## src/rtl/mul_share_arbiter.sv

```systemverilog
// Round-robin front end that time-shares one pipelined multiplier among NUM_REQ
// requesters, routing each product back to a one-entry result slot per requester.

module mul_share_slot #(
    parameter int WIDTH_MUL = 32
) (
    input  logic                 clk,
    input  logic                 rst,
    input  logic                 issue,
    input  logic                 cap,
    input  logic                 rdy,
    input  logic [WIDTH_MUL-1:0] din,
    output logic                 out_flag,
    output logic                 vld,
    output logic [WIDTH_MUL-1:0] data
);
    // issue/drain and cap/drain are mutually exclusive for one slot: out_flag
    // blocks a new issue until the slot is drained, and a capture only lands
    // in an empty slot.
    always_ff @(posedge clk) begin
        if (rst) begin
            out_flag <= 1'b0;
            vld      <= 1'b0;
            data     <= '0;
        end else begin
            if (issue) out_flag <= 1'b1;
            if (vld && rdy) begin
                vld      <= 1'b0;
                out_flag <= 1'b0;
            end
            if (cap) begin
                vld  <= 1'b1;
                data <= din;
            end
        end
    end
endmodule

module mul_share_arbiter #(
    parameter int NUM_REQ   = 4,
    parameter int WIDTH_A   = 16,
    parameter int WIDTH_B   = 16,
    parameter int WIDTH_MUL = 32,
    parameter int MUL_LAT   = 1
) (
    input  logic                         clk,
    input  logic                         rst,
    input  logic [NUM_REQ-1:0]           req_valid,
    input  logic [NUM_REQ*WIDTH_A-1:0]   req_a,
    input  logic [NUM_REQ*WIDTH_B-1:0]   req_b,
    output logic [NUM_REQ-1:0]           req_ready,
    output logic [WIDTH_A-1:0]           mul_a,
    output logic [WIDTH_B-1:0]           mul_b,
    input  logic [WIDTH_MUL-1:0]         mul_out,
    output logic [NUM_REQ-1:0]           rsp_valid,
    output logic [NUM_REQ*WIDTH_MUL-1:0] rsp_data,
    input  logic [NUM_REQ-1:0]           rsp_ready,
    output logic                         busy
);
    localparam int IDX_W = $clog2(NUM_REQ);

    logic [NUM_REQ-1:0][WIDTH_A-1:0]   a_v;
    logic [NUM_REQ-1:0][WIDTH_B-1:0]   b_v;
    logic [NUM_REQ-1:0][WIDTH_MUL-1:0] rsp_d;
    logic [NUM_REQ-1:0]                out_flag, elig, issue, cap;
    logic [IDX_W-1:0]                  ptr, g;
    logic                              g_vld;
    logic [MUL_LAT:1]                  vld_pipe;
    logic [IDX_W-1:0]                  idx_pipe [1:MUL_LAT];

    assign a_v  = req_a;
    assign b_v  = req_b;
    assign elig = req_valid & ~out_flag;

    // First eligible index scanning upward from ptr with wrap.
    always_comb begin
        int idx;
        idx   = 0;
        g_vld = 1'b0;
        g     = '0;
        for (int k = 0; k < NUM_REQ; k++) begin
            idx = int'(ptr) + k;
            if (idx >= NUM_REQ) idx = idx - NUM_REQ;
            if (!g_vld && elig[idx]) begin
                g_vld = 1'b1;
                g     = IDX_W'(idx);
            end
        end
    end

    always_comb begin
        issue = '0;
        cap   = '0;
        if (g_vld) issue[g] = 1'b1;
        if (vld_pipe[MUL_LAT]) cap[idx_pipe[MUL_LAT]] = 1'b1;
    end

    assign req_ready = issue;
    assign mul_a     = g_vld ? a_v[g] : '0;
    assign mul_b     = g_vld ? b_v[g] : '0;

    always_ff @(posedge clk) begin
        if (rst) begin
            ptr <= '0;
        end else if (g_vld) begin
            ptr <= (int'(g) == NUM_REQ - 1) ? '0 : g + 1'b1;
        end
    end

    // Owner tags ride alongside the multiplier; they never stall.
    always_ff @(posedge clk) begin
        if (rst) begin
            vld_pipe <= '0;
            for (int s = 1; s <= MUL_LAT; s++) idx_pipe[s] <= '0;
        end else begin
            vld_pipe[1] <= g_vld;
            idx_pipe[1] <= g;
            for (int s = 2; s <= MUL_LAT; s++) begin
                vld_pipe[s] <= vld_pipe[s-1];
                idx_pipe[s] <= idx_pipe[s-1];
            end
        end
    end

    for (genvar i = 0; i < NUM_REQ; i++) begin : g_slot
        mul_share_slot #(.WIDTH_MUL(WIDTH_MUL)) u_slot (
            .clk      (clk),
            .rst      (rst),
            .issue    (issue[i]),
            .cap      (cap[i]),
            .rdy      (rsp_ready[i]),
            .din      (mul_out),
            .out_flag (out_flag[i]),
            .vld      (rsp_valid[i]),
            .data     (rsp_d[i])
        );
    end

    assign rsp_data = rsp_d;
    assign busy     = (|vld_pipe) | (|rsp_valid);
endmodule

```

## config.mk

```make
export PLATFORM = sky130hd
export DESIGN_NAME = mul_share_arbiter
export DESIGN_NICKNAME = d
export VERILOG_FILES = /design/src/rtl/mul_share_arbiter.sv
export SDC_FILE = /design/constraint.sdc
export NUM_CORES = 1
export LEC_CHECK = 0
export ABC_AREA = 1
export BUFFER_PORTS_ARGS = -buffer_cell sky130_fd_sc_hd__buf_2
export CAP_MARGIN = 10
export CORE_ASPECT_RATIO = 0.6
export CORE_MARGIN = 5
export CORE_UTILIZATION = 47
export CTS_CLUSTER_DIAMETER = 120
export DETAILED_ROUTE_END_ITERATION = 10
export GPL_TIMING_DRIVEN = 1
export PLACE_DENSITY = 0.78
export SYNTH_ARGS = -nofsm -noshare
export SYNTH_HDL_FRONTEND = slang
export SYNTH_SLANG_ARGS = --single-unit
export TNS_END_PERCENT = 10
```

## constraint.sdc

```tcl
create_clock -name clk -period 2.4 [get_ports clk]
set_input_delay 0.36 -clock clk [delete_from_list [all_inputs] [get_ports clk]]
set_output_delay 0.36 -clock clk [all_outputs]
set_load 0.01 [all_outputs]
```

==> results.md, run 1 <==
- Final number of hold-violating endpoints: 0
- RSZ-0062 raised after global routing: true
- Static power due to leakage: 5.01 nW
- Total number of clock tree sinks: 141
- Clock Tree Buf Depth: 2
- Max-capacitance violation count: 0
- Pins over their slew limit: 0
- Final net count: 1558
- Critical-path cell list: inv_8 > nand2_1 > nand2_2 > nand3_2 > nand2_4 > nand4_1 > buf_4 > nand3_4 > buf_12 > nand2_1 > nand3_2 > a21oi_1 > buf_2
- Starting DRC count in detailed routing: 742
- Final worst clock skew: 0.0113 ns
- Vias/cell: 5.28
- Synthesis-to-layout area growth: 37.1%
- Classification of the worst-slack hold path: in2reg
- Result of the run: complete, but fails checks
- Starting utilization of the core area: 48.6%
- Launch point of the worst reg-to-reg path: ptr[0]$_SDFFE_PP0P_
- Global-route congestion overflow total: 0
- Type of destination of the critical path: output port
- Sum of negative setup slack: -8.49 ns
- Average size of a mapped cell: 6.58 um^2
- Routed vias: 8420
- Final std cell area, no fill: 9780 um^2
- Final weighted congestion of routability-driven global placement: 0.955
- Die Y-Extent: 105 um
- Maximum operating frequency: 371 MHz
- First drt pass iteration count: 6
- Share of the clock period used by the worst path after layout: 112%
- Antenna violations before repair: 0
- Most frequent standard cell in the layout excluding fill and tap cells: buf_2
- Worst setup path class: reg2out
- Drt drc: 0
- Wire length of the first global-routing pass: 39.6 mm
- Power density of the placed cells: 1370 nW/um^2
- CTS tree: built
- Via count of the first global-routing pass: 7615
- Worst hold start: rsp_ready[1]
- Post-synthesis cell type count: 21
- Transition time of the tightest slew-check pin: 0.418 ns
- Core area: 14700 um^2
- Most used cells in the layout excluding fill and tap cells: buf_2 (337), nand2_1 (309), a21oi_1 (163)
- Root cell of the clock tree: clkbuf_16
- FF+latch count, synth: 141
- Filler cells: 1354
- Worst setup startpoint: ptr[0]$_SDFFE_PP0P_
- Worst Path Max Fanout: 51
- Port bufs: 338
- Overall die area: 17800 um^2
- Worst IR Drop VDD: 1.01 mV
- Crit path required time: 2.04 ns
- Chip width: 169 um
- Io pins: 339
- Post-synthesis instance area: 7130 um^2
- Final worst-path setup slack: -0.293 ns
- Violations in the final reports: negative setup slack
- Post-Synthesis Net Count: 1258
- Delay-heaviest family, CP: simple AND/OR/NAND/NOR gates
- Worst slew margin relative to its limit: 72.1%
- Crit path max-delay cell type: dfxtp_4
- Count of buffer and inverter cells on the critical path: 4
- Final setup violating endpoints: 36
- H-tree Lvls: 4
- Overall fraction of global-route tracks in use: 27.0%
- Pin count of the biggest net entering global routing: 66
- Number of standard cells after synthesis: 1084
- Launching element type of the critical path: register
- Register area share after synthesis: 39.6%
- Drt wl/cell: 16.2 um
- Critical path's largest stage delay: 0.39 ns
- Antenna Violating Nets Remaining: 0
- Critical path data arrival time: 2.33 ns
- Antenna cell count: 0
- Setup slack of the worst register-to-register path: 0.36 ns
- Yosys Warn Count: 0
- Final HPWL DP: 18.3 mm
- Clock transition at path regs: 0.06 ns
- Total placed instance area: 8960 um^2
- Sum of routed wire length over all layers: 25.8 mm
- Source-to-sink clock delay at the later pin of the worst-skew pair: 0.41 ns
- Site row count: 34
- Fraction of layout cells with a size suffix above 1: 32.9%
- Inserted Clock Buffers: 17
- Min Tclk post-route: 2.69 ns
## metrics by stage
step	utilization, %	power, mW	cells	hold WS [ns]	setup WS, ns
detailed placement	61.0	10.4	1556	0.450	-0.102
finish	66.7	13.4	1595	0.148	-0.293
CTS	66.1	13.3	1593	0.137	-0.237
global route	66.7	14.4	1595	0.136	-0.431
floorplan	-	7.85	1084	0.459	0.242
global placement	61.0	10.3	1556	0.445	-0.00856
## state kept, by name (all words and copies together), names as in the netlist
name,cells
ptr,2
vld_pipe,1
idx_pipe,2
g_slot.u_slot.data,128
g_slot.u_slot.out_flag,4
g_slot.u_slot.vld,4
## worst reg2reg max path: cells and delay by family (launching register included)
kind                       cells  cell delay (ns)
AOI/OAI and AO/OA              1             0.15
DFF                            1             0.39
and+or+nand+nor                8             0.77
adders and majority gates      1             0.15
buffers and inverters          4             0.48
## area by class of cell
cell class	instances	area (um^2)	area share (%)
sequential	141	2830	28.9
timing repair buffer	378	2110	21.6
clock inverter	11	106	1.09
clock buffer	21	480	4.91
multi-input combinational	695	3420	35.0
tap	198	248	2.53
inverter	151	582	5.95
## metal layers
metal | track usage [%] | share of wire (%) | wire length, um | vias up
li1 | - | - | - | 4105
met4 | 9.19 | 2.4 | 630 | 0
met5 | 0 | 0 | 0 | -
met3 | 6.77 | 9.7 | 2510 | 45
met1 | 36.9 | 42 | 10900 | 3843
met2 | 41.8 | 46 | 11800 | 427
## cell usage after synthesis
cell type | instances | area, um^2
clkbuf_1 | 47 | 176
inv_2 | 1 | 3.75
nand2_2 | 4 | 25.0
inv_6 | 1 | 8.76
ha_1 | 4 | 50.1
inv_1 | 148 | 556
nor2_1 | 15 | 56.3
a211oi_1 | 5 | 37.5
nor3_1 | 1 | 5.00
a21oi_1 | 165 | 826
buf_6 | 6 | 67.6
inv_4 | 1 | 6.26
nor4_1 | 1 | 6.26
nand2_1 | 317 | 1190
nand3_2 | 5 | 50.1
nand4_1 | 98 | 613
dfxtp_1 | 141 | 2820
nand3_1 | 80 | 400
buf_2 | 28 | 140
buf_1 | 7 | 26.3
buf_4 | 9 | 67.6
## cell families after synthesis
| family | share of synthesized area [%] |
|---|---|
| flip-flops | 39.6 |
| AND/OR/NAND/NOR | 32.9 |
| AO/OA/AOI/OAI | 12.1 |
| adder cells (fa/ha/maj) | 0.702 |
| buffers and inverters | 14.7 |
## power breakdown
| group | internal, mW | leakage [nW] | total (mW) | switching (mW) |
|---|---|---|---|---|
| Clock | 1.55 | 0.282 | 2.56 | 1.02 |
| Sequential | 2.69 | 1.15 | 2.92 | 0.227 |
| Combinational | 3.04 | 3.58 | 7.96 | 4.93 |
| Total | 7.27 | 5.01 | 13.4 | 6.17 |
## repair_timing
action | CTS | global route
setup endpoints to repair | 36 | 36
pin swaps | 3 | 5
resized for setup | 34 | 16
cloned | 0 | 0
buffers inserted | 5 | 2
hold buffers | 0 | 0
## path summary, 6_finish.rpt
| check | endpoint | cells past startpoint |
|---|---|---|
| setup / recovery | mul_a[1] | 13 |
| hold / removal | g_slot[1].u_slot.out_flag$_SDFFE_PP0P_ | 2 |
| setup reg to reg | g_slot[2].u_slot.out_flag$_SDFFE_PP0P_ | 14 |
| hold reg to reg | g_slot[2].u_slot.data[31]$_SDFFE_PP0P_ | 2 |
No activity file was read; power rests on OpenSTA's default activity.
==> inputs of run 2 (changes only) <==
--- a/config.mk
+++ b/config.mk
@@ -5,12 +5,11 @@
 export SDC_FILE = /design/constraint.sdc
 export NUM_CORES = 1
 export LEC_CHECK = 0
-export ABC_AREA = 1
 export BUFFER_PORTS_ARGS = -buffer_cell sky130_fd_sc_hd__buf_2
 export CAP_MARGIN = 10
 export CORE_ASPECT_RATIO = 0.6
 export CORE_MARGIN = 5
-export CORE_UTILIZATION = 47
+export CORE_UTILIZATION = 45
 export CTS_CLUSTER_DIAMETER = 120
 export DETAILED_ROUTE_END_ITERATION = 10
 export GPL_TIMING_DRIVEN = 1
==> constraint.sdc (replaced) <==
create_clock -name clk -period 2.55 [get_ports clk]
set_input_delay 0.3825 -clock clk [delete_from_list [all_inputs] [get_ports clk]]
set_output_delay 0.3825 -clock clk [all_outputs]
set_load 0.01 [all_outputs]
==> results.md, run 2 <==
- Top post-synthesis cells by count: nand2_1 (260), dfxtp_1 (141), a21oi_1 (136), mux2i_1 (65), clkbuf_1 (52)
- H-tree Lvls: 4 (unchanged)
- Starting utilization of the core area: 46.6% (-2.0 points)
- Yosys Warn Count: 0 (unchanged)
- Average size of a mapped cell: 8.07 um^2 (+23%)
- Largest register FFs: 128 (unchanged)
- Sum of routed wire length over all layers: 23.1 mm (-11%)
- Max-capacitance violation count: 0 (unchanged)
- Fraction of layout cells with a size suffix above 1: 38.9% (+6.1 points)
- Share of the clock period used by the worst path after layout: 100%
- Worst IR Drop VDD: 0.591 mV (-41%)
- Drt drc: 0 (unchanged)
- Clock transition at path regs: 0.06 ns (about the same)
- Area contributors post-synth: dfxtp_1 (46%), nand2_1 (16%), a21oi_1 (11%)
- Number of enable flip-flop cells after synthesis: 0 (unchanged)
- Antenna Violating Nets Remaining: 0 (unchanged)
- Fraction of synthesized cell area taken by the top area cell type: 46.4% (+6.9 points)
- Most frequent standard cell in the layout excluding fill and tap cells: buf_2
- Ys flop type: dfxtp_1
- Most numerous cell in the Yosys netlist: nand2_1
- Total placed instance area: 7870 um^2 (-12%)
- Drt wl/cell: 18.4 um (+14%)
- First drt pass iteration count: 5 (-1)
- Filler cells: 1118 (-17%)
- Clock Tree Buf Depth: 2 (unchanged)
- Min Tclk post-route: 2.56 ns
- Reg-to-Reg End: g_slot[0].u_slot.out_flag$_SDFFE_PP0P_
- Final net count: 1243 (-20%)
- Via count of the first global-routing pass: 6167 (-19%)
- CTS tree: built
- Power density of the placed cells: 962 nW/um^2 (-30%)
- Routed vias: 6520 (-23%)
- Global-route congestion overflow total: 0 (unchanged)
- Launch point of the worst reg-to-reg path: g_slot[0].u_slot.out_flag$_SDFFE_PP0P_
- Inserted Clock Buffers: 17 (unchanged)
- Result of the run: complete, but fails checks
- Chip width: 160 um (-5.3%)
- Most used cells in the layout excluding fill and tap cells: buf_2 (337), nand2_1 (260), a21oi_1 (136), dfxtp_1 (136), mux2i_1 (62)
- Die Y-Extent: 100 um (-5.1%)
- Pwr Total: 8.33 mW (-38%)
- Core area: 13100 um^2 (-11%)
- Number of standard cells after synthesis: 753 (-31%)
- Worst setup startpoint: g_slot[0].u_slot.out_flag$_SDFFE_PP0P_
- Largest registers ranked by flip-flop count: g_slot.u_slot.data (128), g_slot.u_slot.out_flag (4), g_slot.u_slot.vld (4)
- Critical path destination: mul_a[1]
- Final setup violating endpoints: 2 (-94%)
- Vias/cell: 5.21 (-1.4%)
- Final number of hold-violating endpoints: 0 (unchanged)
- Type of destination of the critical path: output port
- Final worst clock skew: 0.00901 ns (-0.00230 ns)
- Final worst-path setup slack: -0.0126 ns (+0.280 ns)
- Root cell of the clock tree: clkbuf_16
- Final HPWL DP: 16.8 mm (-8.2%)
- Wire length of the first global-routing pass: 34.9 mm (-12%)
- RSZ-0062 raised after global routing: true
- Transition time of the tightest slew-check pin: 0.734 ns (+0.316 ns)
- Total number of clock tree sinks: 141 (unchanged)
- Antenna violations before repair: 1 (+1)
- Post-synthesis cell type count: 33 (+57%)
- Io pins: 339 (unchanged)
- Site row count: 32 (-5.9%)
- Cell type contributing the most total cell area after synthesis: dfxtp_1
- Worst reg2reg path depth: 8 (-6)
- Source-to-sink clock delay at the later pin of the worst-skew pair: 0.41 ns (about the same)
- Synthesis-to-layout area growth: 42.3%
- Pins over their slew limit: 0 (unchanged)
- Post-Synthesis Net Count: 927 (-26%)
- Critical path data arrival time: 2.18 ns (-0.15 ns)
- Violations in the final reports: negative setup slack
- Worst setup path class: reg2out
- Post-synthesis instance area: 6080 um^2 (-15%)
- Classification of the worst-slack hold path: in2reg
- Final weighted congestion of routability-driven global placement: 0.939 (-1.6%)
- Launching element type of the critical path: register
- Setup slack of the worst register-to-register path: 0.76 ns (+0.40 ns)
- Worst slack at placement: 0.0480 ns (+0.150 ns)
- Worst slack on hold paths: 0.244 ns (+0.0958 ns)
- Overall die area: 16000 um^2 (-10%)
- Async SR Flop Fraction: 0% (unchanged)
- Crit path required time: 2.17 ns (+0.13 ns)
- Maximum operating frequency: 390 MHz
- Largest register by flop count: g_slot.u_slot.data
- Final std cell area, no fill: 8650 um^2 (-12%)
- Static power due to leakage: 4.06 nW (-19%)
- Overall fraction of global-route tracks in use: 27.4% (+0.40 points)
- Sum of negative setup slack: -0.0142 ns (+8.48 ns)
- Worst slew margin relative to its limit: 51.1% (-21 points)
- FF+latch count, synth: 141 (unchanged)
- Pin count of the biggest net entering global routing: 60 (-9.1%)
- Starting DRC count in detailed routing: 472 (-36%)
- Port bufs: 338 (unchanged)
- Register area share after synthesis: 46.4% (+6.9 points)
- Worst Path Max Fanout: 9 (-82%)
run 2: how the worst min path moves through the flow:
| stage | startpoint | end | slack (ns) | depth (start not counted) |
|---|---|---|---|---|
| finish | mul_out[13] | g_slot[0].u_slot.data[13]$_SDFFE_PP0P_ | 0.24 | 3 |
| global route | mul_out[13] | g_slot[1].u_slot.data[13]$_SDFFE_PP0P_ | 0.22 | 3 |
| CTS | mul_out[13] | g_slot[0].u_slot.data[13]$_SDFFE_PP0P_ | 0.23 | 3 |
| detailed placement | g_slot[3].u_slot.data[27]$_SDFFE_PP0P_ | g_slot[3].u_slot.data[27]$_SDFFE_PP0P_ | 0.44 | 2 |
| global placement | g_slot[3].u_slot.data[17]$_SDFFE_PP0P_ | g_slot[3].u_slot.data[17]$_SDFFE_PP0P_ | 0.44 | 2 |
| floorplan | g_slot[1].u_slot.out_flag$_SDFFE_PP0P_ | g_slot[1].u_slot.out_flag$_SDFFE_PP0P_ | 0.45 | 1 |
run 2: worst max-delay path, stage by stage, from the launching register on:
cell       delay, ns
dfxtp_4         0.37
nor2b_4         0.17
a2111oi_4       0.09
o32a_4          0.40
buf_12          0.16
buf_16          0.14
mux2i_1         0.11
o22ai_1         0.16
buf_2           0.16
run 2: power breakdown:
group / switching [mW] / total (mW) / leakage [nW] / internal [mW]
clock network: 0.959 / 2.33 / 0.273 / 1.37
logic: 1.84 / 3.39 / 2.64 / 1.55
registers: 0.173 / 2.61 / 1.15 / 2.43
total: 2.98 / 8.33 / 4.06 / 5.35
run 2: area by class of cell:
cell class	instances	area, um^2	share of cell area, %
multi-input combinational	540	2950	34.1
sequential	141	2830	32.7
timing repair buffer	365	2080	24.0
clock buffer	18	439	5.08
tap	170	213	2.46
clock inverter	13	118	1.36
inverter	4	15.0	0.174
antenna	1	2.50	0.0289
run 2: timing repair:
action | 4_1_cts | 5_1_grt
setup endpoints to repair | 35 | 36
gates cloned | 3 | 0
setup buffers | 5 | 0
resized for setup | 15 | 11
hold endpoints to repair | 0 | 0
pin swaps | 8 | 6
hold buffers | 0 | 0
run 2: routing by layer:
layer	wire length, um	track usage (%)
met5	13	0
met3	2240	9.23
met2	10200	39.6
met4	208	6.68
met1	10400	39.4
run 2: per-stage QoR:
stage,std cells,utilization (%)
floorplan,753,-
global placement,1212,60.3
detailed placement,1212,60.3
CTS,1251,65.9
global route,1251,66.3
finish,1252,66.3
run 2: logic make-up after synthesis:
kind of cell	synth area share (%)
muxes	10.7
buffers and inverters	6.52
adders and majority gates	0.823
DFF	46.4
AOI/OAI and AO/OA	16.2
and+or+nand+nor	19.4
==> inputs of run 3 (changes only) <==
--- a/config.mk
+++ b/config.mk
@@ -9,11 +9,12 @@
 export CAP_MARGIN = 10
 export CORE_ASPECT_RATIO = 0.6
 export CORE_MARGIN = 5
-export CORE_UTILIZATION = 45
+export CORE_UTILIZATION = 46
+export CTS_BUF_LIST = sky130_fd_sc_hd__clkbuf_2 sky130_fd_sc_hd__clkbuf_4 sky130_fd_sc_hd__clkbuf_8
 export CTS_CLUSTER_DIAMETER = 120
 export DETAILED_ROUTE_END_ITERATION = 10
 export GPL_TIMING_DRIVEN = 1
-export PLACE_DENSITY = 0.78
+export PLACE_DENSITY = 0.8
 export SYNTH_ARGS = -nofsm -noshare
 export SYNTH_HDL_FRONTEND = slang
 export SYNTH_SLANG_ARGS = --single-unit
==> results.md, run 3 (synthesis results as in run 2) <==
- Result of the run: complete, but fails checks
- Violations in the final reports: negative setup slack
- Inserted Clock Buffers: 17 (unchanged)
- Final number of hold-violating endpoints: 0 (unchanged)
- Relative contribution of the clock network to total power: 22.3% (-5.7 points)
- Worst Path Max Fanout: 8 (-1)
- Worst setup startpoint: ptr[1]$_SDFFE_PP0P_
- Launch point of the worst reg-to-reg path: ptr[1]$_SDFFE_PP0P_
- Final worst-path setup slack: -0.0536 ns (-0.0410 ns)
- Clock transition at path regs: 0.09 ns (+0.03 ns)
- Worst IR Drop VDD: 0.472 mV (-20%)
- Sum of routed wire length over all layers: 23.0 mm (-0.36%)
- Largest registers ranked by flip-flop count: g_slot.u_slot.data (128), g_slot.u_slot.out_flag (4), g_slot.u_slot.vld (4)
- Vias/cell: 5.26 (+1.1%)
- Site row count: 32 (unchanged)
- Filler cells: 1087 (-2.8%)
- Share of the clock period used by the worst path after layout: 102% (+1.6 points)
- Antenna violations before repair: 0 (-1)
- Io pins: 339 (unchanged)
- Root cell of the clock tree: clkbuf_8
- Source-to-sink clock delay at the later pin of the worst-skew pair: 0.43 ns (+0.02 ns)
- Type of destination of the critical path: output port
- Routed vias: 6633 (+1.7%)
- Sequential power share: 32.6% (+1.3 points)
- Maximum operating frequency: 384 MHz (-1.6%)
- Classification of the worst-slack hold path: in2reg
- Final HPWL DP: 16.6 mm (-1.5%)
- Reg-to-Reg End: g_slot[1].u_slot.out_flag$_SDFFE_PP0P_
- Starting utilization of the core area: 47.2% (+0.58 points)
- Clock Tree Buf Depth: 2 (unchanged)
- Launching element type of the critical path: register
- Chip width: 158 um (-1.0%)
- Final setup violating endpoints: 10 (+8)
- Final worst clock skew: 0.0113 ns (+0.00229 ns)
- Min Tclk post-route: 2.60 ns (+0.0410 ns)
- Synthesis-to-layout area growth: 41.3%
- Total placed instance area: 7870 um^2 (about the same)
- Most frequent standard cell in the layout excluding fill and tap cells: buf_2
- Worst slack at placement: 0.119 ns (+0.0712 ns)
- Pwr Total: 7.96 mW (-4.4%)
- H-tree Lvls: 4 (unchanged)
- Pins over their slew limit: 0 (unchanged)
- Global-route congestion overflow total: 0 (unchanged)
- Wire length of the first global-routing pass: 33.6 mm (-3.6%)
- Overall die area: 15700 um^2 (-2.0%)
- Static power due to leakage: 4.02 nW (-0.90%)
- Final weighted congestion of routability-driven global placement: 0.928 (-1.2%)
- Most used cells in the layout excluding fill and tap cells: buf_2 (335), nand2_1 (260), dfxtp_1 (138)
- Via count of the first global-routing pass: 5989 (-2.9%)
- Final net count: 1250 (+0.56%)
- Die Y-Extent: 99.1 um (-0.98%)
- RSZ-0062 raised after global routing: true
- Port bufs: 338 (unchanged)
- Fraction of layout cells with a size suffix above 1: 39.3% (+0.39 points)
- Crit path required time: 2.17 ns (about the same)
- Worst setup path class: reg2out
- Largest register FFs: 128 (unchanged)
- Power density of the placed cells: 926 nW/um^2 (-3.7%)
- Worst slew margin relative to its limit: 43.2% (-7.8 points)
- Critical path data arrival time: 2.22 ns (+0.04 ns)
- Setup slack of the worst register-to-register path: 0.69 ns (-0.07 ns)
- Largest register by flop count: g_slot.u_slot.data
- Max-capacitance violation count: 0 (unchanged)
- Starting DRC count in detailed routing: 488 (+3.4%)
- Drt drc: 0 (unchanged)
- Antenna Violating Nets Remaining: 0 (unchanged)
- First drt pass iteration count: 5 (unchanged)
- Drt wl/cell: 18.2 um (-1.0%)
- Cell-internal power: 5.04 mW (-5.7%)
- Combinational fraction of design power: 45.1% (+4.4 points)
- Final std cell area, no fill: 8590 um^2 (-0.72%)
- Pin count of the biggest net entering global routing: 59 (-1.7%)
- Worst reg2reg path depth: 8 (unchanged)
- Sw Ratio: 36.6% (+0.87 points)
- Overall fraction of global-route tracks in use: 27.3% (-0.11 points)
- Transition time of the tightest slew-check pin: 0.852 ns (+0.118 ns)
- CTS tree: built
- Net switching power: 2.91 mW (-2.1%)
- Core area: 12900 um^2 (-1.2%)
- Critical path destination: mul_b[13]
- Total number of clock tree sinks: 141 (unchanged)
[run 3: cell count changes in the layout (fill, tap and decap cells not counted), sizes merged]
cell	previous run	this run
buf	365	370
clkinvlp	2	4
bufinv	1	2
diode	1	2
clkinv	7	4
clkbuf	18	20
[run 3: through the flow]
step                      utilization (%)  setup TNS, ns  hold slack [ns]  std cells
after floorplan                         -              0            0.454        753
after global placement               61.0              0            0.438       1214
after detailed placement             61.0              0            0.443       1214
after CTS                            65.3          -1.95            0.202       1252
after global routing                 66.6          -3.39            0.196       1258
final                                66.6         -0.190            0.222       1260
[run 3: final cells by class]
type                    instances  area [um^2]  area share (%)
diodes                          2         5.00          0.0583
clock buffers                  18          248            2.88
clock inverters                13          140            1.63
inverters                       4         15.0           0.175
multi-input cells             540         2950            34.4
flip-flops and latches        141         2830            33.0
well taps                     170          213            2.48
repair buffers                372         2180            25.4
[run 3: layer usage]
layer	vias up	part of all wire, %	GRT usage, %
met5	-	0	0
met2	311	46	41.0
li1	3172	-	-
met3	27	10	7.63
met1	3123	43	38.8
met4	0	1.4	6.55
[run 3: critical path, stage by stage, from the launching register on]
cell and delay [ns]:
dfxtp_4 0.37, a2111oi_4 0.36, o32a_4 0.27, buf_6 0.15, buf_12 0.14, mux2i_1 0.21
o22ai_1 0.12, buf_2 0.16
[run 3: repair_timing]
item	in CTS	in global routing
resized for setup	11	20
setup endpoints to repair	35	36
hold endpoints to repair	0	0
cloned	3	2
hold buffers	0	0
buffers inserted	4	4
pin swaps	18	7
[run 3: power by group through the flow]
| stage | Sequential [mW] | Clock (mW) | Combinational, mW |
|---|---|---|---|
| 4_1_cts | 2.59 | 1.80 | 3.29 |
| 2_1_floorplan | 2.67 | 0 | 1.96 |
| 5_1_grt | 2.63 | 1.90 | 3.83 |
| 3_3_place_gp | 2.62 | 0 | 2.96 |
| 6_report | 2.60 | 1.77 | 3.59 |
| 3_5_place_dp | 2.63 | 0 | 3.00 |
[run 3: how the worst min path moves through the flow]
stage                                           startpoint                                     end  slack [ns]  cells after the start
CTS                                            mul_out[15]  g_slot[3].u_slot.data[15]$_SDFFE_PP0P_        0.20                      3
detailed placement   g_slot[2].u_slot.data[8]$_SDFFE_PP0P_   g_slot[2].u_slot.data[8]$_SDFFE_PP0P_        0.44                      2
global placement    g_slot[0].u_slot.data[19]$_SDFFE_PP0P_  g_slot[0].u_slot.data[19]$_SDFFE_PP0P_        0.44                      2
floorplan           g_slot[1].u_slot.out_flag$_SDFFE_PP0P_  g_slot[1].u_slot.out_flag$_SDFFE_PP0P_        0.45                      1
global route                                   mul_out[15]  g_slot[3].u_slot.data[15]$_SDFFE_PP0P_        0.20                      3
finish                                         mul_out[15]  g_slot[0].u_slot.data[15]$_SDFFE_PP0P_        0.22                      3
